**src/rtl/ping_responder.sv**
```systemverilog
// ping_responder: responder end of a single-wire ultrasonic ranging sensor.
// Detects a host trigger pulse, waits a fixed holdoff, then drives an echo
// pulse whose width is DISTANCE (cm) times CYC_PER_CM, clamped.
// Optional build macro PING_NO_TARGET_EN: DISTANCE=8'hFF forces the maximum
// echo width ("no object") instead of the multiply.
module ping_responder #(
  parameter int unsigned TRIG_MIN_CYC = 200,
  parameter int unsigned TRIG_MAX_CYC = 2000,
  parameter int unsigned HOLDOFF_CYC  = 75000,
  parameter int unsigned CYC_PER_CM   = 5800,
  parameter int unsigned ECHO_MIN_CYC = 11500,
  parameter int unsigned ECHO_MAX_CYC = 1850000,
  parameter int unsigned RECOVER_CYC  = 20000
) (
  input  logic       clk_i,
  input  logic       rst_n_i,
  input  logic       sig_in_i,
  input  logic [7:0] distance_i,
  output logic       sig_out_o,
  output logic       sig_oe_o,
  output logic       busy_o,
  output logic       echo_done_o
);

  localparam int unsigned CNT_W = 22;

  typedef enum logic [2:0] {
    S_IDLE,
    S_TRIG,
    S_HOLDOFF,
    S_ECHO,
    S_RELEASE,
    S_RECOVER
  } state_e;

  state_e             state_q, state_d;
  logic [CNT_W-1:0]   cnt_q, cnt_d;
  logic [7:0]         d_lat_q, d_lat_d;
  logic               armed_q, armed_d;
  logic               sig_out_d, sig_oe_d, busy_d, echo_done_d;
  logic               sync1_q, sync2_q, prev_q;
  logic [1:0]         vld_q;
  logic               s_sig_c, rise_c, fall_c;
  logic [CNT_W-1:0]   w_raw_c, w_clamp_c;

  assign s_sig_c = sync2_q;
  assign rise_c  = s_sig_c & ~prev_q;
  assign fall_c  = ~s_sig_c & prev_q;

  // Two-flop synchronizer, edge history, and a marker for when s_sig holds a real pad sample.
  always_ff @(posedge clk_i or negedge rst_n_i) begin
    if (!rst_n_i) begin
      sync1_q <= 1'b0;
      sync2_q <= 1'b0;
      prev_q  <= 1'b0;
      vld_q   <= 2'b00;
    end else begin
      sync1_q <= sig_in_i;
      sync2_q <= sync1_q;
      prev_q  <= sync2_q;
      vld_q   <= {vld_q[0], 1'b1};
    end
  end

  // Echo width from the latched distance, clamped to the legal window.
  always_comb begin
    w_raw_c   = CNT_W'(d_lat_q) * CNT_W'(CYC_PER_CM);
    w_clamp_c = w_raw_c;
    if (w_raw_c > CNT_W'(ECHO_MAX_CYC)) w_clamp_c = CNT_W'(ECHO_MAX_CYC);
    if (w_raw_c < CNT_W'(ECHO_MIN_CYC)) w_clamp_c = CNT_W'(ECHO_MIN_CYC);
`ifdef PING_NO_TARGET_EN
    if (d_lat_q == 8'hFF) w_clamp_c = CNT_W'(ECHO_MAX_CYC);
`else
`endif
  end

  // Next-state, shared counter and registered pad/status outputs.
  always_comb begin
    state_d     = state_q;
    cnt_d       = cnt_q;
    d_lat_d     = d_lat_q;
    armed_d     = 1'b0;
    sig_out_d   = 1'b0;
    sig_oe_d    = 1'b0;
    echo_done_d = 1'b0;
    case (state_q)
      S_IDLE: begin
        // Only a low seen in IDLE arms edge detection: a line already high
        // at reset exit or left high from RECOVER is not a trigger.
        armed_d = armed_q | (vld_q[1] & ~s_sig_c);
        if (armed_q && rise_c) begin
          state_d = S_TRIG;
          cnt_d   = CNT_W'(1);  // the rise cycle is itself a high clock
        end
      end
      S_TRIG: begin
        armed_d = 1'b1;
        if (fall_c) begin
          cnt_d = '0;
          if (cnt_q >= CNT_W'(TRIG_MIN_CYC) && cnt_q <= CNT_W'(TRIG_MAX_CYC)) begin
            d_lat_d = distance_i;
            state_d = S_HOLDOFF;
          end else begin
            state_d = S_IDLE;
          end
        end else if (s_sig_c && cnt_q < CNT_W'(TRIG_MAX_CYC + 1)) begin
          cnt_d = cnt_q + CNT_W'(1);
        end
      end
      S_HOLDOFF: begin
        if (cnt_q == CNT_W'(HOLDOFF_CYC - 1)) begin
          cnt_d     = '0;
          state_d   = S_ECHO;
          sig_out_d = 1'b1;
          sig_oe_d  = 1'b1;
        end else begin
          cnt_d = cnt_q + CNT_W'(1);
        end
      end
      S_ECHO: begin
        sig_oe_d = 1'b1;
        if (cnt_q == w_clamp_c - CNT_W'(1)) begin
          cnt_d       = '0;
          state_d     = S_RELEASE;
          echo_done_d = 1'b1;
        end else begin
          cnt_d     = cnt_q + CNT_W'(1);
          sig_out_d = 1'b1;
        end
      end
      S_RELEASE: begin
        cnt_d   = '0;
        state_d = S_RECOVER;
      end
      S_RECOVER: begin
        if (cnt_q == CNT_W'(RECOVER_CYC - 1)) begin
          cnt_d   = '0;
          state_d = S_IDLE;
        end else begin
          cnt_d = cnt_q + CNT_W'(1);
        end
      end
      default: begin
        cnt_d   = '0;
        state_d = S_IDLE;
      end
    endcase
    busy_d = (state_d != S_IDLE);
  end

  // State, counter and output registers; reset releases the pad immediately.
  always_ff @(posedge clk_i or negedge rst_n_i) begin
    if (!rst_n_i) begin
      state_q     <= S_IDLE;
      cnt_q       <= '0;
      d_lat_q     <= '0;
      armed_q     <= 1'b0;
      sig_out_o   <= 1'b0;
      sig_oe_o    <= 1'b0;
      busy_o      <= 1'b0;
      echo_done_o <= 1'b0;
    end else begin
      state_q     <= state_d;
      cnt_q       <= cnt_d;
      d_lat_q     <= d_lat_d;
      armed_q     <= armed_d;
      sig_out_o   <= sig_out_d;
      sig_oe_o    <= sig_oe_d;
      busy_o      <= busy_d;
      echo_done_o <= echo_done_d;
    end
  end

endmodule
```
**config.mk**
```make
export PLATFORM = sky130hd
export DESIGN_NAME = ping_responder
export DESIGN_NICKNAME = d
export VERILOG_FILES = /design/src/rtl/ping_responder.sv
export SDC_FILE = /design/constraint.sdc
export NUM_CORES = 1
export LEC_CHECK = 0
export CAP_MARGIN = 40
export CORE_AREA = 10 10 103 105
export CTS_CLUSTER_SIZE = 28
export DETAILED_ROUTE_END_ITERATION = 16
export DIE_AREA = 0 0 113 115
export PLACE_DENSITY = 0.74
export SLEW_MARGIN = 20
export SYNTH_ARGS = -nofsm -noshare
export SYNTH_HDL_FRONTEND = slang
export SYNTH_SLANG_ARGS = --single-unit
export TNS_END_PERCENT = 1
```
**constraint.sdc**
```tcl
create_clock -name clk_i -period 9.05 [get_ports clk_i]
set_input_delay 1.3575 -clock clk_i [delete_from_list [all_inputs] [get_ports clk_i]]
set_output_delay 1.3575 -clock clk_i [all_outputs]
set_load 0.02 [all_outputs]
```
==> impl_metrics.csv <==
group,metric,value,unit
status,outcome,"complete, no violations",
cts,htree_levels,2,
placed_design,portBuffers,14,
drt,wl,12410,um
placed_design,place_congestion,0.8943,
sta,tightest_slew,0.7728,ns
drt,first_iter_violations,495,
cells_and_area,area_growth,5.922,%
floorplan,die_y,115,um
synth,syn_area,5029,um2
drt,dr.pass1.iters,5,
sta,min_period,8.309,ns
hold_path,hold_path_class,"flop to flop",
synth,ys_ff_latch,43,
sta,clock.fmax,0.1204,GHz
floorplan,start_util,58.81,%
synth,async_reset_ff_share,100.0,%
worst_setup_path,crit_chain,"ha_1 -> inv_1 -> fa_1 -> inv_1 -> fa_1 -> fa_1 -> ha_1 -> a21o_1 -> a31o_1 -> or4_1 -> o32a_1 -> a211oi_1 -> nand3_1 -> o21ai_0 -> ha_1 -> nand3_1 -> or4_1 -> a311oi_1 -> nand4_1 -> a211o_1 -> a221oi_1 -> nand4_2 -> a21oi_4 -> o22ai_1",
cts,clock_latency,0.30,ns
cts,postCtsSetupRepairBufs,0,
sta,rsz0062_at_grt,"no",
cts,cts_tree,"built",
global_route,grt_use_met1,26.13,%
global_route,grt_remaining_overflow,0,
pwr,leakage,2.292,nW
synth,synth.distinct_cells,81,
global_route,use_met2,30.68,%
sta,fin_tns_setup,0,ns
worst_setup_path,cp_slowest_cell,"fa_1",
sta,slew_headroom,48.31,%
drt,vias,4660,
worst_setup_path,path_max_fanout,14,
drt,ant_nets,0,
synth,avgSynthCellArea,8.353,um2
drt,wl_per_cell,17.68,um
sta,timing.final.crit_share,91.81,%
sta,clock_skew,0.01285,ns
worst_setup_path,path_buf_inv,2,
cells_and_area,n_antenna_cell,0,
floorplan,std_cell_rows,34,
worst_setup_path,crit_arrival,8.48,ns
worst_setup_path,max_stage_delay,0.52,ns
placed_design,dpl.hpwl,9781,um
floorplan,fp.coreArea,8551,um2
global_route,grt_max_degree,27,
pwr,clock_power_share,12.1,%
floorplan,io_pins,15,
synth,synth_edf_count,0,
pwr,power_frac_seq,16.2,%
pwr,p_sw_share,51.22,%
cts,cts_buffers,5,
pwr,combPwrFrac,71.7,%
synth,ys.flop_type,"dfrtp_1",
worst_setup_path,path_class,"flop to flop",
sta,finalSetupViolations,0,
cells_and_area,final_util,62.29,%
placed_design,pre_cts_slack,0.6307,ns
global_route,antenna_found_initial,0,
pwr,vdd_drop_max,0.0001307,V
cts,clk_pin_slew,0.10,ns
floorplan,dieWidth,113,um
synth,ys_seq_area_share,21.40,%
cts,clkSinkCount,43,
sta,hold_viol_final,0,
cells_and_area,drive_gt1_share,6.229,%
worst_setup_path,cp_top_family,"compound AO/OA/AOI/OAI gates",
synth,yosys_warnings,0,
synth,synthCells,602,
worst_setup_path,critPathCaptureType,"flop",
worst_setup_path,worstPathRequired,9.22,ns
pwr,power_density,244.4,nW/um2
drt,drc_errors,0,
global_route,grt-busiest-layer,"met2",
cells_and_area,finalNetCount,671,
global_route,grt_pass1_vias,4533,
pwr,power_switching,666.9,uW
global_route,grt_pass1_wl,21570,um
synth,syn_nets,680,
sta,fin_ws,0.7410,ns
drt,viasPerCell,6.638,
pwr,internal-power,635.1,uW
floorplan,die-area,13000,um2
global_route,use_met3,4.531,%
global_route,grt_use_total,19.24,%
cts,cts_root_buffer,"clkbuf_8",
worst_setup_path,start_kind,"flop",
pwr,fin_total_pwr,1.302,mW
run,max_cap_violations,0,
cts,clock_path_buffers,2,
sta,slew_violations,0,
## layer usage
layer  part of all wire, %  vias up
li1                      -     2218
met1                    47     2250
met2                    45      168
met3                   6.7       24
met4                   1.6        0
met5                     0        -
## sequential cells by signal, summed over array words and instances (netlist names)
| register | flops |
|---|---|
| cnt_q | 22 |
| d_lat_q | 8 |
| state_q | 3 |
| vld_q | 2 |
| armed_q | 1 |
| busy_o | 1 |
| echo_done_o | 1 |
| prev_q | 1 |
| s_sig_c | 1 |
| sig_oe_o | 1 |
| sig_out_o | 1 |
| sync1_q | 1 |
## cell type report
type | instances | area [um2]
inverters | 47 | 176.4
repair buffers | 18 | 185.2
flip-flops and latches | 43 | 1076
well taps | 108 | 135.1
clock buffers | 5 | 68.82
multi-input cells | 478 | 3638
clock inverters | 3 | 46.29
fillers | 737 | 3224
## cell usage after synthesis (4+ instances only)
cell       instances  area, um2
a211o_1            4      35.03
dfrtp_1           43       1076
a21oi_1           12      60.06
o22ai_1           10      62.56
nand3b_1           4      30.03
o211ai_1           4      30.03
xor2_1             6      52.55
o21ai_1           12      60.06
o21ai_0           23      115.1
and2_1             6      37.54
or3_1             12      75.07
o2111ai_1          6      52.55
nand2_1           50      187.7
clkbuf_1          26      97.59
nand2b_1           8      50.05
nand3_1           31      155.2
nor2b_1            5      31.28
and4_1             4      35.03
a31oi_1            6      37.54
nand4_1           17      106.4
xnor2_1           16      140.1
nor3_1            24      120.1
nor2_1            28      105.1
a211oi_1           7      52.55
mux2_2             8      90.09
or4_1              8      60.06
ha_1              50      625.6
buf_2              4      20.02
nor4_1            11      68.82
inv_1             47      176.4
a21o_1            14      105.1
fa_1              17      340.3
and3_1             8      50.05
## logic make-up (layout without fill, tap and decap cells)
logic type | after synthesis | in the layout | share of synthesized area, %
AO/OA/AOI/OAI | 147 | 147 | 21.65
adder cells (fa/ha/maj) | 67 | 67 | 19.21
AND/OR/NAND/NOR | 230 | 230 | 24.66
XOR/XNOR | 23 | 23 | 4.280
multiplexers | 10 | 10 | 2.215
other | 1 | 1 | 0.07457
flip-flops | 43 | 43 | 21.40
buffers and inverters | 81 | 73 | 6.519
## through the flow
step / cells / area, um2 / hold WS (ns)
CTS: 702 / 5319 / 0.3628
global route: 702 / 5326 / 0.3646
floorplan: 602 / 5029 / 0.3312
finish: 702 / 5326 / 0.3588
detailed placement: 694 / 5204 / 0.3403
global placement: 692 / 5169 / 0.3326
## layout by cell type, fill, tap and decap left out, drive strengths merged, types with 9 or more instances in the layout
cell           instances
nand3                 32
nand4                 18
a21o                  14
fa                    17
xnor2                 16
nand2                 50
nor3                  25
dfrtp                 43
inv                   48
or3                   12
ha                    50
o22ai                 10
mux2                   9
a21oi                 13
nor2                  28
nor4                  11
a211oi                 9
clkdlybuf4s50         13
o21ai                 35
## power by group through the flow
stage | clock (mW) | sequential (mW) | combinational (mW)
floorplan | 0 | 0.211 | 0.746
global placement | 0 | 0.214 | 0.895
detailed placement | 0 | 0.215 | 0.909
CTS | 0.159 | 0.211 | 0.916
global route | 0.165 | 0.213 | 1.04
finish | 0.158 | 0.211 | 0.933
## worst paths after layout
kind / start / end / slack, ns / cells after the start
worst min register to register: vld_q[0] / vld_q[1] / 0.36 / 0
max in group asynchronous: rst_n_i / d_lat_q[5] / 7.46 / 2
min in group asynchronous: rst_n_i / cnt_q[17] / 1.06 / 1
worst max register to register: d_lat_q[7] / cnt_q[16] / 0.74 / 24
worst min-delay path: vld_q[0] / vld_q[1] / 0.36 / 0
worst max-delay path: d_lat_q[7] / cnt_q[16] / 0.74 / 24
## what timing repair did
action | in CTS | in global routing
endpoints found under the setup margin | 0 | 10
gates resized for setup | 0 | 1
hold buffers | 0 | 0
(Power assumes the default switching activity.)
